<file path="config.mk">
export PLATFORM = sky130hd
export DESIGN_NAME = fifo_word_packer
export DESIGN_NICKNAME = d
export VERILOG_FILES = /design/src/rtl/fifo_word_packer.sv
export SDC_FILE = /design/constraint.sdc
export NUM_CORES = 1
export LEC_CHECK = 0
export CORE_MARGIN = 2
export CORE_UTILIZATION = 65
export DETAILED_ROUTE_END_ITERATION = 10
export DONT_BUFFER_PORTS = 1
export PLACE_DENSITY = 0.87
export REMOVE_ABC_BUFFERS = 1
export SLEW_MARGIN = 15
export SYNTH_ARGS = -nofsm -noshare
export SYNTH_HDL_FRONTEND = slang
export SYNTH_SLANG_ARGS = --single-unit
</file>
<file path="constraint.sdc">
create_clock -name r_clk -period 5.5 [get_ports r_clk]
set_input_delay 0.55 -clock r_clk [delete_from_list [all_inputs] [get_ports r_clk]]
set_output_delay 0.55 -clock r_clk [all_outputs]
set_load 0.01 [all_outputs]
</file>
<file path="src/rtl/fifo_word_packer.sv">
// -----------------------------------------------------------------------------
// fifo_word_packer
//
// Read-side consumer for a circular byte FIFO. Bytes are drained through the
// FIFO read port (registered read data, one cycle latency) and packed
// little-endian into 32-bit words. Words leave on a valid/ready stream with a
// per-byte keep mask. A partial word is emitted on an explicit flush request
// or after TIMEOUT idle cycles. Everything runs in the FIFO read clock domain.
//
// Parameters
//   TIMEOUT     idle cycles with a partial word before an automatic flush;
//               0 disables the timeout.
//
// Ports
//   r_clk       in   read-domain clock
//   reset_n     in   asynchronous active-low reset
//   en          in   allow new FIFO reads (reads in flight still complete)
//   flush       in   single-cycle request to emit the current partial word
//   fifo_empty  in   FIFO empty flag
//   fifo_data   in   FIFO read data, valid the cycle after an accepted read
//   fifo_r_en   out  FIFO read enable (combinational)
//   out_data    out  packed word, byte i in bits [8i+7:8i]
//   out_keep    out  per-byte valid mask for out_data
//   out_valid   out  out_data / out_keep valid
//   out_ready   in   downstream accepts the word
//   word_count  out  words emitted, wraps modulo 2^16
// -----------------------------------------------------------------------------
module fifo_word_packer #(
    parameter int unsigned TIMEOUT = 16
) (
    input  logic        r_clk,
    input  logic        reset_n,
    input  logic        en,
    input  logic        flush,
    input  logic        fifo_empty,
    input  logic [7:0]  fifo_data,
    output logic        fifo_r_en,
    output logic [31:0] out_data,
    output logic [3:0]  out_keep,
    output logic        out_valid,
    input  logic        out_ready,
    output logic [15:0] word_count
);

    // Idle counter must be able to represent TIMEOUT-1 before it wraps.
    localparam int unsigned IW = (TIMEOUT > 1) ? $clog2(TIMEOUT + 1) : 1;
    localparam logic [IW-1:0] IDLE_LAST = (TIMEOUT == 0) ? '0 : IW'(TIMEOUT - 1);

    // ------------------------------------------------------------------
    // State
    // ------------------------------------------------------------------
    logic [3:0][7:0] pack_q, pack_d;
    logic [2:0]      cnt_q, cnt_d;
    logic            rd_pend_q;
    logic            flush_req_q, flush_req_d;
    logic [IW-1:0]   idle_q, idle_d;
    logic [31:0]     out_data_q, out_data_d;
    logic [3:0]      out_keep_q, out_keep_d;
    logic            out_valid_q, out_valid_d;
    logic [15:0]     word_count_q, word_count_d;

    // ------------------------------------------------------------------
    // Control terms
    // ------------------------------------------------------------------
    logic       room;
    logic       capture;
    logic       slot_free;
    logic       xfer;
    logic       tmo_hit;
    logic [3:0] cnt_plus_pend;

    // Bytes held plus the one in flight must leave a free slot in pack,
    // so a capture never lands on a full register.
    assign cnt_plus_pend = {1'b0, cnt_q} + {3'b000, rd_pend_q};
    assign room          = (cnt_plus_pend < 4'd4);

    assign fifo_r_en = reset_n & en & ~fifo_empty & ~flush_req_q & room;

    assign capture   = rd_pend_q;
    assign slot_free = ~out_valid_q | out_ready;

    // A flushed partial word waits for any in-flight byte so it is included.
    // cnt==4 implies rd_pend==0, so transfer and capture never coincide.
    assign xfer = slot_free &
                  ((cnt_q == 3'd4) |
                   (flush_req_q & (cnt_q != 3'd0) & ~rd_pend_q));

    // ------------------------------------------------------------------
    // Outgoing word: unfilled bytes forced to zero
    // ------------------------------------------------------------------
    logic [3:0][7:0] word_masked;
    logic [3:0]      keep_mask;

    always_comb begin
        word_masked = '0;
        for (int i = 0; i < 4; i++) begin
            if (3'(i) < cnt_q) word_masked[i] = pack_q[i];
        end
    end

    always_comb begin
        keep_mask = 4'b0000;
        case (cnt_q)
            3'd1:    keep_mask = 4'b0001;
            3'd2:    keep_mask = 4'b0011;
            3'd3:    keep_mask = 4'b0111;
            3'd4:    keep_mask = 4'b1111;
            default: keep_mask = 4'b0000;
        endcase
    end

    // ------------------------------------------------------------------
    // Pack register and fill count
    // ------------------------------------------------------------------
    always_comb begin
        pack_d = pack_q;
        cnt_d  = cnt_q;
        if (xfer) begin
            cnt_d = 3'd0;
        end else if (capture) begin
            pack_d[cnt_q[1:0]] = fifo_data;
            cnt_d              = cnt_q + 3'd1;
        end
    end

    // ------------------------------------------------------------------
    // Idle timeout
    // ------------------------------------------------------------------
    always_comb begin
        idle_d  = idle_q;
        tmo_hit = 1'b0;
        if (TIMEOUT == 0) begin
            idle_d = '0;
        end else if (xfer || capture || (cnt_q == 3'd0)) begin
            idle_d = '0;
        end else if (!flush_req_q) begin
            // Only counts while nothing else is going to emit the word.
            if (idle_q == IDLE_LAST) begin
                idle_d  = '0;
                tmo_hit = 1'b1;
            end else begin
                idle_d = idle_q + 1'b1;
            end
        end
    end

    // ------------------------------------------------------------------
    // Flush request
    // ------------------------------------------------------------------
    always_comb begin
        flush_req_d = flush_req_q;
        if (xfer) begin
            flush_req_d = 1'b0;
        end else if (flush_req_q && (cnt_q == 3'd0) && !rd_pend_q) begin
            // Nothing to emit: drop the request silently.
            flush_req_d = 1'b0;
        end
        // A new request in the same cycle as a transfer survives it and
        // applies to the next partial word.
        if (tmo_hit || flush) flush_req_d = 1'b1;
    end

    // ------------------------------------------------------------------
    // Output register
    // ------------------------------------------------------------------
    always_comb begin
        out_data_d   = out_data_q;
        out_keep_d   = out_keep_q;
        out_valid_d  = out_valid_q;
        word_count_d = word_count_q;
        if (xfer) begin
            out_data_d   = word_masked;
            out_keep_d   = keep_mask;
            out_valid_d  = 1'b1;
            word_count_d = word_count_q + 16'd1;
        end else if (out_ready) begin
            out_valid_d = 1'b0;
        end
    end

    // ------------------------------------------------------------------
    // Sequential state
    // ------------------------------------------------------------------
    always_ff @(posedge r_clk or negedge reset_n) begin
        if (!reset_n) begin
            pack_q       <= '0;
            cnt_q        <= 3'd0;
            rd_pend_q    <= 1'b0;
            flush_req_q  <= 1'b0;
            idle_q       <= '0;
            out_data_q   <= 32'h0;
            out_keep_q   <= 4'h0;
            out_valid_q  <= 1'b0;
            word_count_q <= 16'h0;
        end else begin
            pack_q       <= pack_d;
            cnt_q        <= cnt_d;
            rd_pend_q    <= fifo_r_en;
            flush_req_q  <= flush_req_d;
            idle_q       <= idle_d;
            out_data_q   <= out_data_d;
            out_keep_q   <= out_keep_d;
            out_valid_q  <= out_valid_d;
            word_count_q <= word_count_d;
        end
    end

    assign out_data   = out_data_q;
    assign out_keep   = out_keep_q;
    assign out_valid  = out_valid_q;
    assign word_count = word_count_q;

endmodule

</file>
# Yosys cells after proc, flatten, opt, wreduce, memory -nomap -nowiden
# Cells that the tools add are included.
[word_totals]
register_bits = 95
latch_bits = 0
mem_bits_rw = 0
rom_bits = 0
input_bits = 14
out_inout_bits = 54
word_cells = 77
n_memories = 0
[classes]
add_sub_neg = 4
n_mul = 0
n_div = 0
order_cmp = 7
eq_ne = 6
shift = 0
muxes = 21
bitwise_logic = 14
reduce_logical = 13
[ops]
columns = ["operator", "n"]
rows = [
  ["$mux W8", 5],
  ["$bwmux W32", 1],
  ["$add A16 B1 Y16 const B", 1],
  ["$demux W8 S2", 1],
  ["$pmux W4 S4", 1],
  ["$mux W5", 3],
  ["$mux W1", 8],
  ["$and A1 B1 Y1", 7],
  ["$eq A3 B2 Y1 const B", 2],
  ["$lt A1 B3 Y1 const A", 2],
  ["$lt A2 B3 Y1 const A", 2],
  ["$mux W3", 2],
  ["$reduce_bool A3 Y1", 2],
  ["$add A5 B1 Y5 const B", 1],
  ["$eq A5 B4 Y1 const B", 1],
  ["$not A1 Y1", 5],
  ["$add A3 B1 Y4", 1],
  ["$lt A4 B3 Y1 const B", 1],
  ["$reduce_bool A2 Y1", 2],
  ["$add A3 B1 Y3 const B", 1],
  ["$eq A3 B1 Y1 const B", 1],
  ["$eq A3 B3 Y1 const B", 1],
  ["$logic_and A1 B1 Y1", 3],
  ["$logic_not A3 Y1", 1],
  ["other kinds (7)", 10],
]

# Logic depth before layout (Yosys ltp)
[depth]
ltp_word = 10
ltp_mapped = 10

# Worst setup path before layout
# OpenSTA, ideal clock, no wires.
[synth_timing]
path_type = "reg2reg"
startpoint = "register cnt_q[0]"
endpoint = "register word_count_q[13] (netlist: word_count[13])"
setup_time_ns = 0.079
t_arrival_ns = 2.025
t_required_ns = 5.421
slack_ns = 3.396
stages_incl_launch_ff = 10
synth_period_minus_slack_ns = 2.104
path_cell_list = "dfrtp_1 > inv_1 > ha_1 > buf_6 > or3b_4 > a21o_1 > buf_6 > buf_6 > nor3_1 > xor2_1"
[synth_via]
elab_chain_len = 5
elab_cells_between_ends = 6
[synth_rtl]
columns = ["item", "line_no", "source"]
rows = [
  ["start: declaration", "53", "logic [2:0] cnt_q, cnt_d;"],
  ["start signal: assignment", "197", "cnt_q <= cnt_d;"],
  ["$reduce_bool A3 Y1", "86", "(flush_req_q & (cnt_q != 3'd0) & ~rd_pend_q));"],
  ["$and A1 B1 Y1 (2 in a row)", "86", ""],
  ["$or A1 B1 Y1 *", "85", "((cnt_q == 3'd4) |"],
  ["$and A1 B1 Y1 *", "84", "assign xfer = slot_free &"],
  ["end signal: assignment", "204", "word_count_q <= word_count_d;"],
  ["end: declaration", "60", "logic [15:0] word_count_q, word_count_d;"],
]
# Mark *: on every way between the ends. The rest lies on a longest branch, timed or not.
# A chain may end at the register's enable or synchronous reset.

# Worst setup path in the final report
# Ends and elaborated chain as after synthesis.

==> run summary <==
Status: completed
Global-route wire length before repair: 12.8 mm
Place WS: 2.88 ns
Crit path DAT: 2.93 ns
Routed wl met3: 621 um
CTS tree: done
Drt pass-1 iters: 4
Worst hold margin: 0.0931 ns
Top cells by area, synth: dfrtp_1 59%, mux2_2 9.0%, nand2_1 8.1%
CP startpoint kind: register
Register area share after synthesis: 59.4%
Syn Area/Cell: 11.0 um^2
Hold Vio Cnt, Final: 0
M1 WL: 3.37 mm
Mapped cell area: 0.00400 mm^2
CP Capture Type: register
Layout fillers: 390
Setup CP Type: reg2reg
Multi-input logic area: 0.00150 mm^2
Post-route ant nets: 0
Nets: 379
EDFF count, synth: 0
Clock-pin slew on the worst setup and hold paths: 0.09 ns
Ys flop type: dfrtp_1
CP bufs+invs: 2
Die H: 82.4 um
Synth top area share: 59.4%
Resized cells post-CTS: 0
DIE WIDTH: 82.4 um
Slew at the pin with the worst max-slew slack: 0.895 ns
Starting Density: 67.5%
Top delay family on crit path: simple AND/OR/NAND/NOR gates
Lkg Pwr: 1.99 nW
Antenna violations before repair: 0
Yosys top cell by area: dfrtp_1
Power Density: 448 mW/mm^2
Peak Freq: 376 MHz
Max Cap Viol: 0
FFs w/ async S/R, synth: 100%
# port buffers: 0
Detailed placement HPWL: 5.31 mm
Iter 0 DRT Violations: 219
RSZ-0062 raised after global routing: false
Period minus WS final: 2.66 ns
WL met2: 4.11 mm
Post-Layout Cell Count: 439
Slowest-stage cell, CP: dfrtp_1
Gr ovfl total: 0
Placed cells: 422
H-tree levels: 3
Skew final: 0.00757 ns
TritonCTS buffer count: 9
Max FO, Critical Path: 43
Final instance area: 0.00423 mm^2
Ports: 68
Final Max Tran Viols: 0
Setup TNS: 0 ns
Vias after detailed routing: 2,703
Max layer used: met4
Final Wtd Congestion: 0.786
Via density: 6.16
Gr usage total: 25.9%
Cell count after synthesis: 365
Register area: 0.00238 mm^2
Layout cell share with drive strength beyond 1: 15.1%
Worst hold path class: in2async
Remaining routing DRC violations: 0
Die area: 0.00680 mm^2
Final WL: 8.40 mm
Vias in the first global route: 2,645
Period utilization: 48.4%
Slew headroom: 40.4%
Area of the core: 0.00592 mm^2
Distinct cells, synth: 36
VDD IR max: 0.262 mV
CTS max path bufs: 2
Clk sinks: 95
Routed WL per cell: 19.1 um
Area growth, synth to finish: 5.88%
Placed instance area: 0.00401 mm^2
Clock Root Buffer: clkbuf_8
Min setup slack post-route: 2.84 ns
Critical path cell sequence: inv_1, ha_1, or3b_4, a21o_1, buf_4, nor3_1, xor2_1
Power after layout: 1.90 mW
Final core utilization: 71.5%
Synthesis Warnings: 0
Antenna Cells: 0
Worst skew pair latency: 0.36 ns
Synthesized flop and latch total: 95
CP peak stage delay: 0.48 ns
Largest net degree at the start of global routing: 96
Row count: 28
Critical path required time: 5.77 ns
Final setup fails: 0
==> layout by cell type, fill, tap and decap left out, drive strengths merged, types with 2 or more instances in the layout <==
cell type | synthesis | final
nor2b | 3 | 3
or2 | 2 | 2
nor4 | 3 | 3
clkbuf | 12 | 11
a31oi | 2 | 2
mux2 | 32 | 32
nand4 | 4 | 4
o31ai | 3 | 3
or3 | 2 | 2
a311oi | 2 | 2
dfrtp | 95 | 95
nor3 | 9 | 9
nor2 | 9 | 9
xor2 | 12 | 12
and3 | 3 | 3
xnor2 | 5 | 5
o21ai | 2 | 2
inv | 7 | 8
clkinv | 0 | 2
a21o | 4 | 4
a21oi | 5 | 5
nand2 | 86 | 86
buf | 8 | 3
ha | 6 | 6
nand3 | 40 | 40
==> final timing paths <==
path,startpoint,to,slack (ns),depth (start not counted)
max in group asynchronous,reset_n,pack_q[16],5.05,1
setup / recovery,cnt_q[0],word_count[13],2.84,7
hold reg to reg,pack_q[3],out_data[3],0.50,2
hold / removal,reset_n,out_data[18],0.09,1
setup reg to reg,cnt_q[0],word_count[13],2.84,7
min in group r_clk,flush,flush_req_q,0.30,1
==> Yosys cell counts, types with 2 or more instances <==
master     n
a21o_1     4
a21oi_1    5
a311oi_1   2
and3_1     3
buf_2      4
buf_6      3
clkbuf_1  12
dfrtp_1   95
ha_1       6
inv_1      7
mux2_2    32
nand2_1   86
nand3_1   40
nand4_1    4
nor2_1     9
nor2b_1    3
nor3_1     9
nor4_1     3
o21ai_0    2
o31ai_1    3
or2_2      2
or3_1      2
xnor2_1    5
xor2_1    12
==> cell families (layout without fill, tap and decap cells) <==
kind of cell / count (synthesis) / after routing / share of synthesized area [%]
AND/OR/NAND/NOR: 167 / 167 / 19.0
adder cells (fa/ha/maj): 6 / 6 / 1.88
buffers and inverters: 27 / 26 / 3.22
AO/OA/AOI/OAI: 20 / 20 / 3.50
multiplexers: 33 / 33 / 9.26
flip-flops: 95 / 95 / 59.4
XOR/XNOR: 17 / 17 / 3.72
==> timing repair <==
item / in CTS / in global routing
setup buffers: 0 / 0
hold endpoints to repair: 95 / 0
hold buffers: 1 / 0
==> flip-flops by register name, indices dropped and copies added, names as in the netlist <==
signal and flops:
cnt_q 3, pack_q 32, out_data 32, capture 1, word_count 16, out_keep 4, idle_q 5, flush_req_q 1
out_valid 1
==> area by class of cell <==
class	instances	area share, %
flip-flops and latches	95	56.1
multi-input cells	243	35.3
clock inverters	5	1.33
well taps	75	2.22
repair buffers	3	1.00
clock buffers	11	3.34
inverters	7	0.621
==> per-layer routing <==
layer  vias up  GRT usage, %
li1       1217             -
met1      1338          32.2
met2       121          41.3
met3        27          6.74
met4         0          14.2
met5         -             0
==> where the power goes <==
part           internal (mW)  switching, mW  total [mW]
combinational          0.163          0.265       0.428
clock                  0.223          0.241       0.464
sequential             0.847          0.157        1.00
(Power assumes the default switching activity.)
